<file path="config.mk">
export PLATFORM = sky130hd
export DESIGN_NAME = valtrain_sweep_sequencer
export DESIGN_NICKNAME = d
export VERILOG_FILES = /design/src/rtl/valtrain_pkg.sv /design/src/rtl/valtrain_window_tracker.sv /design/src/rtl/valtrain_sweep_sequencer.sv
export SDC_FILE = /design/constraint.sdc
export NUM_CORES = 1
export LEC_CHECK = 0
export ABC_AREA = 1
export BUFFER_PORTS_ARGS = -buffer_cell sky130_fd_sc_hd__buf_2
export CORE_ASPECT_RATIO = 0.5
export CORE_MARGIN = 5
export CORE_UTILIZATION = 53
export CTS_BUF_LIST = sky130_fd_sc_hd__clkbuf_16
export DETAILED_ROUTE_END_ITERATION = 8
export GPL_ROUTABILITY_DRIVEN = 0
export PLACE_DENSITY = 0.8
export SYNTH_ARGS = -nofsm -noshare
export SYNTH_HDL_FRONTEND = slang
export SYNTH_SLANG_ARGS = --single-unit
export TNS_END_PERCENT = 10
</file>
<file path="constraint.sdc">
create_clock -name i_clk -period 3.5 [get_ports i_clk]
set_input_delay 0.175 -clock i_clk [delete_from_list [all_inputs] [get_ports i_clk]]
set_output_delay 0.175 -clock i_clk [all_outputs]
set_load 0.01 [all_outputs]
</file>
<file path="src/rtl/valtrain_pkg.sv">
// Shared types and defaults for the mainband valid-lane training sequencer.
package valtrain_pkg;

  typedef enum logic [2:0] {
    ST_IDLE,
    ST_FRAME,
    ST_SETTLE,
    ST_BURST,
    ST_WAIT_RES,
    ST_EVAL,
    ST_FINISH
  } state_t;

  localparam int DEF_NUM_CODES  = 16;
  localparam int DEF_ERR_THRESH = 0;

  // States that count as an active sweep (busy, abortable)
  function automatic logic is_sweep_state(input state_t s);
    return (s == ST_SETTLE) || (s == ST_BURST) || (s == ST_WAIT_RES) || (s == ST_EVAL);
  endfunction

endpackage

</file>
<file path="src/rtl/valtrain_window_tracker.sv">
// Tracks the current and best contiguous passing window of sampling codes
// and exposes the post-update best length and window centre.
module valtrain_window_tracker #(
  parameter int CODE_W = 4
) (
  input  logic              i_clk,
  input  logic              i_rst_n,
  input  logic              i_clear,
  input  logic              i_update,
  input  logic              i_pass,
  input  logic [CODE_W-1:0] i_code,
  output logic [CODE_W:0]   o_best_len_nxt,
  output logic [CODE_W-1:0] o_centre_nxt
);

  logic [CODE_W-1:0] cur_start;
  logic [CODE_W:0]   cur_len;
  logic [CODE_W-1:0] best_start;
  logic [CODE_W:0]   best_len;

  logic [CODE_W-1:0] cur_start_upd;
  logic [CODE_W:0]   cur_len_upd;
  logic [CODE_W-1:0] best_start_upd;
  logic [CODE_W:0]   best_len_upd;
  logic [CODE_W:0]   len_m1;

  // Strict greater-than keeps the lower-coded window on a tie
  always_comb begin
    cur_len_upd    = '0;
    cur_start_upd  = cur_start;
    best_start_upd = best_start;
    best_len_upd   = best_len;
    if (i_pass) begin
      cur_len_upd = cur_len + (CODE_W+1)'(1);
      if (cur_len == '0) begin
        cur_start_upd = i_code;
      end
    end
    if (cur_len_upd > best_len) begin
      best_start_upd = cur_start_upd;
      best_len_upd   = cur_len_upd;
    end
    len_m1         = best_len_upd - (CODE_W+1)'(1);
    o_best_len_nxt = best_len_upd;
    o_centre_nxt   = best_start_upd + CODE_W'(len_m1 >> 1);
  end

  always_ff @(posedge i_clk or negedge i_rst_n) begin
    if (!i_rst_n) begin
      cur_start  <= '0;
      cur_len    <= '0;
      best_start <= '0;
      best_len   <= '0;
    end else if (i_clear) begin
      cur_start  <= '0;
      cur_len    <= '0;
      best_start <= '0;
      best_len   <= '0;
    end else if (i_update) begin
      cur_start  <= cur_start_upd;
      cur_len    <= cur_len_upd;
      best_start <= best_start_upd;
      best_len   <= best_len_upd;
    end
  end

endmodule

</file>
<file path="src/rtl/valtrain_sweep_sequencer.sv">
// Valid-lane training sequencer: sweeps the RX valid sampling code, bursts the
// valid pattern per code, and programs the centre of the widest passing window.
module valtrain_sweep_sequencer
  import valtrain_pkg::*;
#(
  parameter int NUM_CODES   = DEF_NUM_CODES,
  parameter int CODE_W      = 4,
  parameter int ERR_W       = 8,
  parameter int ERR_THRESH  = DEF_ERR_THRESH,
  parameter int SETTLE_CYC  = 8,
  parameter int RES_TIMEOUT = 255
) (
  input  logic              i_clk,
  input  logic              i_rst_n,
  input  logic              i_start,
  input  logic              i_abort,
  input  logic              i_frame_req,
  input  logic              i_pattern_done,
  input  logic              i_err_valid,
  input  logic [ERR_W-1:0]  i_err_cnt,
  output logic              o_valid_pattern_enable,
  output logic              o_valid_frame_enable,
  output logic [CODE_W-1:0] o_code,
  output logic              o_busy,
  output logic              o_done,
  output logic              o_pass,
  output logic [CODE_W:0]   o_win_len
);

  localparam int TMR_MAX = (RES_TIMEOUT > SETTLE_CYC) ? RES_TIMEOUT : SETTLE_CYC;
  localparam int TMR_W   = $clog2(TMR_MAX + 1);
  localparam logic [TMR_W-1:0]  SETTLE_LAST = TMR_W'(SETTLE_CYC - 1);
  localparam logic [TMR_W-1:0]  RES_LAST    = TMR_W'(RES_TIMEOUT - 1);
  localparam logic [CODE_W-1:0] LAST_CODE   = CODE_W'(NUM_CODES - 1);
  localparam logic [ERR_W-1:0]  THRESH      = ERR_W'(ERR_THRESH);

  state_t            state;
  state_t            next_state;
  logic [TMR_W-1:0]  timer;
  logic              res_pass;
  logic              abort_go;
  logic              win_clear;
  logic              win_update;
  logic [CODE_W:0]   best_len_nxt;
  logic [CODE_W-1:0] centre_nxt;

  assign abort_go   = i_abort && is_sweep_state(state);
  assign win_clear  = (state == ST_IDLE) && i_start;
  assign win_update = (state == ST_EVAL);

  valtrain_window_tracker #(
    .CODE_W (CODE_W)
  ) u_window (
    .i_clk          (i_clk),
    .i_rst_n        (i_rst_n),
    .i_clear        (win_clear),
    .i_update       (win_update),
    .i_pass         (res_pass),
    .i_code         (o_code),
    .o_best_len_nxt (best_len_nxt),
    .o_centre_nxt   (centre_nxt)
  );

  always_ff @(posedge i_clk or negedge i_rst_n) begin
    if (!i_rst_n) begin
      state <= ST_IDLE;
    end else begin
      state <= next_state;
    end
  end

  // Abort overrides every other transition out of a sweep state
  always_comb begin
    next_state = state;
    case (state)
      ST_IDLE: begin
        if (i_start) begin
          next_state = ST_SETTLE;
        end else if (i_frame_req) begin
          next_state = ST_FRAME;
        end
      end
      ST_FRAME: begin
        if (!i_frame_req) begin
          next_state = ST_IDLE;
        end
      end
      ST_SETTLE: begin
        if (timer == SETTLE_LAST) begin
          next_state = ST_BURST;
        end
      end
      ST_BURST: begin
        if (i_pattern_done) begin
          next_state = ST_WAIT_RES;
        end
      end
      ST_WAIT_RES: begin
        if (i_err_valid || (timer == RES_LAST)) begin
          next_state = ST_EVAL;
        end
      end
      ST_EVAL: begin
        next_state = (o_code == LAST_CODE) ? ST_FINISH : ST_SETTLE;
      end
      ST_FINISH: begin
        next_state = ST_IDLE;
      end
      default: begin
        next_state = ST_IDLE;
      end
    endcase
    if (abort_go) begin
      next_state = ST_IDLE;
    end
  end

  // One shared timer, restarted on every state change
  always_ff @(posedge i_clk or negedge i_rst_n) begin
    if (!i_rst_n) begin
      timer <= '0;
    end else if (next_state != state) begin
      timer <= '0;
    end else begin
      timer <= timer + TMR_W'(1);
    end
  end

  always_ff @(posedge i_clk or negedge i_rst_n) begin
    if (!i_rst_n) begin
      res_pass <= 1'b0;
    end else if ((state == ST_WAIT_RES) && (next_state == ST_EVAL)) begin
      res_pass <= i_err_valid && (i_err_cnt <= THRESH);
    end
  end

  // Outputs are decoded from next_state so they line up with the state they describe
  always_ff @(posedge i_clk or negedge i_rst_n) begin
    if (!i_rst_n) begin
      o_valid_pattern_enable <= 1'b0;
      o_valid_frame_enable   <= 1'b0;
      o_code                 <= '0;
      o_busy                 <= 1'b0;
      o_done                 <= 1'b0;
      o_pass                 <= 1'b0;
      o_win_len              <= '0;
    end else begin
      o_valid_pattern_enable <= (next_state == ST_BURST) && (state != ST_BURST);
      o_valid_frame_enable   <= (next_state == ST_FRAME);
      o_busy                 <= is_sweep_state(next_state);
      o_done                 <= (next_state == ST_FINISH);
      if (abort_go || win_clear) begin
        o_code <= '0;
      end else if ((state == ST_EVAL) && (next_state == ST_SETTLE)) begin
        o_code <= o_code + CODE_W'(1);
      end else if (next_state == ST_FINISH) begin
        o_code    <= (best_len_nxt != '0) ? centre_nxt : '0;
        o_pass    <= (best_len_nxt != '0);
        o_win_len <= best_len_nxt;
      end
    end
  end

endmodule

</file>
After elaboration in Yosys (flattened, before gate mapping)
Index checks and enable logic that the tools add are counted.
{"block": "word_totals", "mem_count": 0, "wordCells": 86, "inputBits": 15, "ram_bits": 0, "rom_bits": 0, "latchBits": 0, "out_inout_bits": 14, "ff_bits": 44}
{"block": "classes", "n_bitwise": 2, "div_mod_pow": 0, "eq_ne": 16, "mux": 27, "add_sub_neg": 5, "shifts": 0, "n_reduce_logical": 20, "n_lt_le_gt_ge": 2, "mul": 0}
{"op": "4-bit 2-to-1 mux", "n": 11}
{"op": "5-bit 2-to-1 mux", "n": 6}
{"op": "3-bit 2-to-1 mux", "n": 8}
{"op": "3-bit case mux with 6 select lines", "n": 1}
{"op": "3-bit equality test, second input constant", "n": 5}
{"op": "3-bit by 2-bit equality test with 1-bit output, second input constant", "n": 4}
{"op": "8-bit by 1-bit adder with 8-bit output, second input constant", "n": 1}
{"op": "8-bit by 3-bit equality test with 1-bit output, second input constant", "n": 1}
{"op": "8-bit equality test, second input constant", "n": 1}
{"op": "8-bit by 1-bit <= comparator with 1-bit output, second input constant", "n": 1}
{"op": "1-bit logical OR", "n": 8}
{"op": "8-bit 2-to-1 mux", "n": 1}
{"op": "3-bit by 1-bit equality test with 1-bit output, second input constant", "n": 2}
{"op": "1-bit logical AND", "n": 6}
{"op": "5-bit by 1-bit adder with 5-bit output, second input constant", "n": 1}
{"op": "5-bit greater-than comparator", "n": 1}
{"op": "5-bit logical NOT", "n": 1}
{"op": "5-bit nonzero test", "n": 1}
{"op": "5-bit by 1-bit subtractor with 5-bit output, second input constant", "n": 1}
{"op": "4-bit by 1-bit adder with 4-bit output, second input constant", "n": 1}
{"op": "4-bit adder", "n": 1}
{"op": "4-bit equality test, second input constant", "n": 1}
{"op": "3-bit logical NOT", "n": 1}
{"op": "3-bit by 2-bit inequality test with 1-bit output, second input constant", "n": 1}
{"op": "5 further kinds", "n": 6}

Depth between registers and ports, before layout
Gate-level depths: netlist of run 1.
{"block": "depth", "depth_word": 10, "mapped_depth": 27, "depth_no_buf": 26}

Hierarchy
Synthesis of run 1 repeated with hierarchy kept, for this count alone.
{"block": "hier_totals", "cells_unflattened": 369, "hier_area_um2": 2896.5}
{"mod": "valtrain_sweep_sequencer", "cells_each": 193, "seq_area_each_um2": 650.6, "n_inst": 1, "area_per_inst_um2": 1510.2}
{"mod": "valtrain_window_tracker", "cells_each": 176, "seq_area_each_um2": 450.4, "n_inst": 1, "area_per_inst_um2": 1386.3}

Least setup slack after synthesis of run 1
No wires, ideal clock.
{"block": "synth_path", "kind": "flip-flop to flip-flop", "startpoint": "reg u_window.cur_len[0]", "endpoint": "reg o_code[3]", "path_slack_ps": -98, "t_arrival_ps": 3481, "required_time_ps": 3384, "path_buffers": 1, "setup_time_ps": 116, "stages_incl_launch_ff": 27, "cell_sequence": "dfrtp_1 -> ha_1 -> or2_2 -> nand3_1 -> inv_1 -> ha_1 -> nand2_1 -> nand2_1 -> nand2_1 -> nand3_2 -> nand2_2 -> buf_2 -> nor2_1 -> a21oi_1 -> ha_1 -> xnor2_1 -> ha_1 -> a21o_1 -> a21oi_1 -> nand3b_1 -> nand2_1 -> nand3_1 -> nand2_1 -> inv_1 -> nand2_1 -> nand2_1 -> nand2_1"}
{"block": "synth_via", "elab_chain_len": 10}
{"item": "start, declared", "line": "valtrain_window_tracker.sv:17", "source": "logic [CODE_W:0] cur_len;"}
{"item": "start signal, assigned", "line": "valtrain_window_tracker.sv:61", "source": "cur_len <= cur_len_upd;"}
{"item": "5-bit by 1-bit adder with 5-bit output", "line": "valtrain_window_tracker.sv:34", "source": "cur_len_upd = cur_len + (CODE_W+1)'(1);"}
{"item": "5-bit 2-to-1 mux", "line": "valtrain_window_tracker.sv:33", "source": "if (i_pass) begin"}
{"item": "5-bit greater-than comparator", "line": "valtrain_window_tracker.sv:39", "source": "if (cur_len_upd > best_len) begin"}
{"item": "5-bit 2-to-1 mux", "line": "valtrain_window_tracker.sv:39"}
{"item": "5-bit by 1-bit subtractor with 5-bit output", "line": "valtrain_window_tracker.sv:43", "source": "len_m1 = best_len_upd - (CODE_W+1)'(1);"}
{"item": "4-bit adder", "line": "valtrain_window_tracker.sv:45", "source": "o_centre_nxt = best_start_upd + CODE_W'(len_m1 >> 1);"}
{"item": "4-bit 2-to-1 mux *", "line": "valtrain_sweep_sequencer.sv:157", "source": "o_code <= (best_len_nxt != '0) ? centre_nxt : '0;"}
{"item": "4-bit 2-to-1 mux *", "line": "valtrain_sweep_sequencer.sv:156", "source": "end else if (next_state == ST_FINISH) begin"}
{"item": "4-bit 2-to-1 mux *", "line": "valtrain_sweep_sequencer.sv:154", "source": "end else if ((state == ST_EVAL) && (next_state == ST_SETTLE)) begin"}
{"item": "4-bit 2-to-1 mux *", "line": "valtrain_sweep_sequencer.sv:152", "source": "if (abort_go || win_clear) begin"}
{"item": "end signal, assigned", "line": "valtrain_sweep_sequencer.sv:155", "source": "o_code <= o_code + CODE_W'(1);"}
{"item": "end signal, assigned", "line": "valtrain_sweep_sequencer.sv:157"}
{"item": "end, declared", "line": "valtrain_sweep_sequencer.sv:23", "source": "output logic [CODE_W-1:0] o_code,"}
Every way passes the cells marked *; elsewhere a longest branch is shown, timed or not. The select of a mux whose other input is x is not followed.
A chain may end at the register's enable or synchronous reset.

Final worst setup path of run 1
{"block": "layout_path", "startpoint": "reg u_window.cur_len[1]", "endpoint": "reg o_code[3]"}
The elaborated chain is that of the path after synthesis.

==> results of run 1 <==
==> registers in the layout, summed over array words and instances (netlist names) <==
name / cells
timer: 8
o_win_len: 5
u_window.best_len: 5
u_window.cur_len: 5
o_code: 4
u_window.best_start: 4
u_window.cur_start: 4
state: 3
o_busy: 1
o_done: 1
o_pass: 1
o_valid_frame_enable: 1
o_valid_pattern_enable: 1
res_pass: 1
==> power by group <==
part | total (uW) | internal [uW] | switching [uW] | leakage [uW]
registers | 692 | 615 | 77.4 | 0.000587
logic | 2290 | 974 | 1320 | 0.000956
clock network | 593 | 405 | 188 | 0.0000899
==> cells by family (layout without fill, tap and decap cells) <==
logic type | after synthesis | after routing | synth area share (%)
fa+ha+maj | 15 | 15 | 7.577
buf+inv | 50 | 94 | 7.382
xor+xnor | 10 | 10 | 3.400
simple gates | 146 | 146 | 26.42
compound gates | 54 | 54 | 12.48
flops | 44 | 44 | 42.74
==> area by class of cell <==
class	count	area, sq um	area share, %
Clock buffer	5	125.1	3.842
Sequential cell	44	1101	33.81
Multi-Input combinational cell	225	1478	45.37
Inverter	46	172.7	5.302
Timing Repair Buffer	41	237.7	7.299
Clock inverter	2	60.06	1.844
Tap cell	66	82.58	2.536
==> through the flow <==
stage / setup WS (ns) / hold slack (ns) / instances
after floorplan: 0.02059 / -0.1206 / 319
after global placement: 0.1489 / 0.3713 / 417
after detailed placement: -0.03186 / 0.3862 / 417
after CTS: 0.002663 / 0.07358 / 426
after global routing: -0.2659 / 0.1125 / 429
final: -0.03963 / 0.02340 / 429
==> worst register-to-register path: stages (launching register included) <==
cell and delay (ns):
dfrtp_1 0.40, ha_2 0.22, nand2_2 0.08, o21ai_1 0.15, nand2_1 0.10, nor2_4 0.17, ha_4 0.24, nand2_4 0.07
nor2_4 0.04, nand2_1 0.18, nand2_8 0.12, nor2_4 0.15, a21oi_4 0.05, ha_4 0.19, xnor2_4 0.13, ha_1 0.28
a21o_1 0.20, a21oi_2 0.15, nand3b_1 0.13, nand2_2 0.07, nand3_2 0.06, nand2_1 0.05, inv_1 0.05, nand2_1 0.04
nand2_1 0.05, nand2_1 0.04
==> cell usage in the layout (no fill, tap or decap), types with 3 or more instances in the layout <==
| cell type | netlist | layout |
|---|---|---|
| ha_1 | 14 | 10 |
| nand4_1 | 6 | 6 |
| inv_2 | 6 | 8 |
| nor3_1 | 5 | 4 |
| inv_1 | 40 | 38 |
| o22ai_1 | 13 | 13 |
| buf_4 | 0 | 13 |
| nor2_4 | 2 | 5 |
| xor2_1 | 6 | 6 |
| xnor2_1 | 4 | 3 |
| nand2_2 | 7 | 11 |
| nor2_2 | 3 | 3 |
| nand3_1 | 21 | 19 |
| nand2_1 | 72 | 64 |
| o21ai_0 | 18 | 18 |
| a22o_1 | 3 | 3 |
| nand3_2 | 4 | 5 |
| a21oi_1 | 11 | 8 |
| nand2_4 | 0 | 3 |
| buf_2 | 2 | 28 |
| ha_4 | 0 | 3 |
| o21ai_1 | 4 | 3 |
| dfrtp_1 | 44 | 44 |
| clkbuf_16 | 0 | 5 |
| nor2_1 | 19 | 16 |
==> routing by layer <==
layer	vias up	part of all wire, %
li1	1144	-
met1	1109	47
met2	84	46
met3	14	5.7
met4	0	1.6
met5	-	0
==> path summary, 6_finish.rpt <==
kind,endpoint,slack (ns),cells past startpoint
setup / recovery,o_code[3]$_DFFE_PN0P_,-0.04,25
hold / removal,state[2]$_DFF_PN0_,0.02,1
setup reg to reg,o_code[3]$_DFFE_PN0P_,-0.04,25
hold reg to reg,o_win_len[4]$_DFFE_PN0P_,0.48,2
max in group asynchronous,o_win_len[0]$_DFFE_PN0P_,2.85,1
min in group i_clk,o_valid_frame_enable$_DFF_PN0_,0.10,2
==> repair_timing <==
item | 4_1_cts | 5_1_grt
setup endpoints to repair | 1 | 3
setup buffers | 2 | 3
hold endpoints to repair | 0 | 0
pin swaps | 3 | 19
resized for setup | 4 | 32
==> impl_metrics.tcl, run 1 <==
set metrics [dict create \
    placed_area_sq_um 2859 \
    use_met2_pct 35.21 \
    slew_headroom_pct 35.56 \
    syn-num-nets 349 \
    synth_top_area_share_pct 42.74 \
    synth-edff-count 0 \
    critPathSlowestCell "dfrtp_1" \
    drtIter0Drc 154 \
    cts_made_buffers 5 \
    yosysWarnings 0 \
    routed_wl_um 6384 \
    cp_num_buf_inv 1 \
    yosys.area.top_type "dfrtp_1" \
    cts_hold_buf 0 \
    yosysMostFrequentCell "nand2_1" \
    grt-ovfl-total 0 \
    grt.total_usage_pct 21.02 \
    status "complete, but fails checks" \
    crit_path_start "u_window.cur_len[1]$_DFFE_PN0P_" \
    cellPowerDensity_nw_per_um2 1099 \
    crit_family "simple AND/OR/NAND/NOR gates" \
    ys_ff_latch 44 \
    reg2reg_from "u_window.cur_len[1]$_DFFE_PN0P_" \
    hold_viol 0 \
    slew_viol_final 0 \
    yosysUniqueCellTypes 32 \
    htreeDepth 2 \
    rsz0062_at_grt "yes" \
    syn_area_sq_um 2576 \
    cts_tree "done" \
    portBuffers 28 \
    gr-usage-met1_pct 27.72 \
    postSynthCellCount 319 \
    crit_top_cell "nand2_1" \
    cap_viol_max_count 0 \
    ys.flop_type "dfrtp_1" \
    root_buffer "clkbuf_16" \
    nFillCells 340 \
    diodes 0 \
    dr_total_vias 2351 \
    die_x_um 108.6 \
    initial_core_util_pct 56.60 \
    leakage_uw 0.001633 \
    post-route-min-period_ns 3.540 \
    ys_seq_area_share_pct 42.74 \
    ys_top_cells_by_area "dfrtp_1, nand2_1, ha_1, inv_1, nand3_1" \
    wl_per_cell_um 14.88 \
    drtPass1Iterations 5 \
    cpPeakStageDelay_ns 0.40 \
    syn_area_per_cell_sq_um 8.076 \
    fin_nets 393 \
    clk_pin_slew_ns 0.06 \
    timing.fmax_mhz 282.5 \
    die_h_um 59.30 \
    p_total_uw 3579 \
    pin_count 29 \
    async_flop_share_pct 100.0 \
    cts_buffer_depth 2 \
    drive_gt1_share_pct 27.27 \
    min_path_type "primary input to asynchronous set/reset pin" \
    met3_usage_pct 4.244 \
    worst_slack_ns -0.03963 \
    violations "setup timing" \
    antenna_found_initial 0 \
    grt_max_degree 45 \
    core_sq_um 4552 \
    drcViolationCount 0 \
    worstSetupPathType "flip-flop to flip-flop" \
    crit_fanout 7 \
    die-area_sq_um 6440 \
    cp-start-kind "flip-flop" \
    clk_latency_ns 0.29 \
    grt_pass1_wl_um 10480 \
    viasPerCell 5.480 \
    setup_viol 1 \
    final_util_pct 71.55 \
    busiest_layer "met2" \
    detail-route-antenna-nets 0 \
    cp_data_arrival_time_ns 3.72 \
    dp_hpwl_um 4287 \
    grt_pass1_vias 2225 \
    clkSinkCount 44 \
    synth.top_cells.by_count "nand2_1, dfrtp_1, inv_1" \
    area_growth_pct 26.42 \
    finalInstanceArea_sq_um 3257 \
    tightest_slew_ns 0.9666 \
    fin_worst_skew_ns 0.003897 \
    setup-tns-final_ns -0.03963 \
    core.rowCount 17 \
    fin_crit_sh_pct 101.1 \
    critPathCaptureType "flip-flop" \
    required_ns 3.68 \
    ir_drop_v 0.0005077 \
]
Note: power is estimated with default switching activity, not from simulation.
==> run 2: changes to the inputs <==
--- a/config.mk
+++ b/config.mk
@@ -5,7 +5,6 @@
 export SDC_FILE = /design/constraint.sdc
 export NUM_CORES = 1
 export LEC_CHECK = 0
-export ABC_AREA = 1
 export BUFFER_PORTS_ARGS = -buffer_cell sky130_fd_sc_hd__buf_2
 export CORE_ASPECT_RATIO = 0.5
 export CORE_MARGIN = 5
==> impl_metrics.tcl, run 2 <==
set metrics [dict create \
    hold_viol 0 \
    pin_count 29 \
    synth.top_cells.by_count "dfrtp_1, nand2_1, nor2_1" \
    required_ns 3.72 \
    post-route-min-period_ns 4.185 \
    yosysWarnings 0 \
    min_path_type "primary input to asynchronous set/reset pin" \
    leakage_uw 0.001781 \
    fin_worst_skew_ns 0.008185 \
    cts_hold_buf 0 \
    final_cell_count_no_fill 448 \
    syn_area_sq_um 2756 \
    root_buffer "clkbuf_16" \
    core_sq_um 4977 \
    cp-start-kind "flip-flop" \
    cp_data_arrival_time_ns 4.41 \
    cap_viol_max_count 0 \
    busiest_layer "met2" \
    async_flop_share_pct 100.0 \
    cellPowerDensity_nw_per_um2 740.1 \
    cts_tree "done" \
    slew_headroom_pct 32.57 \
    htreeDepth 2 \
    p_int_uw 1577 \
    yosysMostFrequentCell "dfrtp_1" \
    grt_max_degree 45 \
    met3_usage_pct 5.876 \
    core.rowCount 18 \
    grt_pass1_wl_um 13990 \
    cts_made_buffers 5 \
    ys_ff_latch 44 \
    die-area_sq_um 6831 \
    ys.flop_type "dfrtp_1" \
    routed_wl_um 9503 \
    clk_pin_slew_ns 0.06 \
    drtIter0Drc 334 \
    grt.total_usage_pct 26.52 \
    worst_slack_ns -0.6849 \
    clkSinkCount 44 \
    ir_drop_v 0.0003871 \
    setup-tns-final_ns -1.812 \
    area_growth_pct 37.13 \
    clkPwrFrac_pct 15.7 \
    dp_cells 410 \
    sw_frac_of_total_pct 43.61 \
    antenna_found_initial 0 \
    hold_slack_ns 0.05952 \
    die_h_um 61.00 \
    violations "setup timing" \
    worstSetupPathType "flip-flop to flip-flop" \
    grt-ovfl-total 0 \
    clk_latency_ns 0.29 \
    place_ws_ns -0.5160 \
    reg2reg_from "u_window.cur_len[0]$_DFFE_PN0P_" \
    syn-num-nets 324 \
    synth_top_area_share_pct 39.95 \
    grt_pass1_vias 2807 \
    use_met2_pct 45.74 \
    drive_gt1_share_pct 38.89 \
    ys_seq_area_share_pct 39.95 \
    rsz0062_at_grt "yes" \
    dr_total_vias 2949 \
    reg2reg_setup_slack_ns -0.68 \
    worstReg2RegEnd "o_code[3]$_DFFE_PN0P_" \
    postSynthCellCount 294 \
    die_x_um 112.0 \
    yosysUniqueCellTypes 58 \
    setup_viol 4 \
    dp_hpwl_um 5083 \
    yosys.area.top_type "dfrtp_1" \
    cts_buffer_depth 2 \
    drtPass1Iterations 5 \
    ff2ff_path_depth 17 \
    drcViolationCount 0 \
    portBuffers 28 \
    viasPerCell 6.583 \
    initial_core_util_pct 55.38 \
    syn_area_per_cell_sq_um 9.375 \
    final_cell_mix "buf_4, dfrtp_1, buf_2" \
    power_frac_comb_pct 58.3 \
    tightest_slew_ns 1.009 \
    synth-edff-count 0 \
    wl_per_cell_um 21.21 \
    pwr-share-seq_pct 26.0 \
    detail-route-antenna-nets 0 \
    slew_viol_final 0 \
    finalInstanceArea_sq_um 3780 \
    placed_area_sq_um 3194 \
    regMostFlops "timer" \
    ys_top_cells_by_area "dfrtp_1, ha_1, nand2_1, mux2i_1, nor2_1" \
    crit_fanout 13 \
    status "complete, but fails checks" \
    fin_nets 408 \
    gr-usage-met1_pct 31.82 \
    critPathCaptureType "flip-flop" \
    switching_power_uw 1220 \
    timing.fmax_mhz 239.0 \
    diodes 0 \
    largest_register_ffs 8 \
    fin_crit_sh_pct 119.6 \
    final_common_cell "buf_4" \
]
==> run 2: cell count changes after synthesis, sizes merged, moves of 5 or more <==
cell,before,now
nand2,79,27
inv,46,18
nand3,25,14
o22ai,13,3
mux2i,0,9
buf,2,9
nor2,24,31
a21o,1,6
==> run 2: power by group through the flow <==
stage	clock network [uW]	logic [uW]	registers, uW
global placement	0	1230	717
detailed placement	0	1280	725
floorplan	0	894	697
finish	439	1630	728
global route	465	1710	743
CTS	443	1320	717
==> run 2: critical path, stage by stage (launching register included) <==
cell	delay [ns]
dfrtp_2	0.41
buf_4	0.14
nand3_2	0.11
xor2_2	0.19
nor2_2	0.24
ha_4	0.26
nand2_1	0.09
o21a_1	0.22
o2bb2ai_4	0.19
buf_4	0.28
mux2i_2	0.33
xor2_2	0.12
ha_1	0.35
a21o_1	0.26
nor3_2	0.24
mux2i_2	0.15
a2111o_1	0.44
nand3_1	0.09
==> run 2: per-stage QoR <==
stage | util, % | power (uW)
final | 75.94 | 2797
after global routing | 75.94 | 2915
after CTS | 72.20 | 2476
after detailed placement | 64.18 | 2004
after global placement | 64.18 | 1945
after floorplan | - | 1591
==> run 2: final cells by class <==
class / instances / area [sq um]
sequential: 44 / 1105
multi-input combinational: 219 / 1743
clock inverter: 2 / 8.758
timing repair buffer: 90 / 643.1
fill: 301 / 1197
clock buffer: 5 / 125.1
tap: 70 / 87.58
inverter: 18 / 67.56
==> run 2: cells by family (layout without fill, tap and decap cells) <==
family | Yosys count | in the layout | synth area share (%)
xor+xnor | 13 | 13 | 4.131
compound gates | 76 | 76 | 19.66
buf+inv | 31 | 115 | 5.084
flops | 44 | 44 | 39.95
fa+ha+maj | 15 | 15 | 7.081
mux | 12 | 12 | 4.494
simple gates | 103 | 103 | 19.61
==> run 2: metal layers <==
layer	routed length, um	share of wire [%]
met2	4322	45
met1	3616	38
met4	649	6.8
met5	0	0
met3	915	9.6
==> run 2: worst max path at each step <==
stage,from,endpoint,cells past startpoint
6_report,u_window.cur_len[0]$_DFFE_PN0P_,o_code[3]$_DFFE_PN0P_,17
5_1_grt,u_window.cur_len[1]$_DFFE_PN0P_,o_code[3]$_DFFE_PN0P_,17
4_1_cts,u_window.cur_len[0]$_DFFE_PN0P_,o_code[3]$_DFFE_PN0P_,17
3_5_place_dp,u_window.cur_len[0]$_DFFE_PN0P_,o_code[3]$_DFFE_PN0P_,18
3_3_place_gp,u_window.cur_len[0]$_DFFE_PN0P_,o_code[3]$_DFFE_PN0P_,18
2_1_floorplan,u_window.cur_len[1]$_DFFE_PN0P_,o_code[3]$_DFFE_PN0P_,18
==> run 2: timing repair <==
item / CTS / global route
pin swaps: 9 / 14
resized for setup: 14 / 27
setup buffers: 26 / 5
setup endpoints to repair: 3 / 6
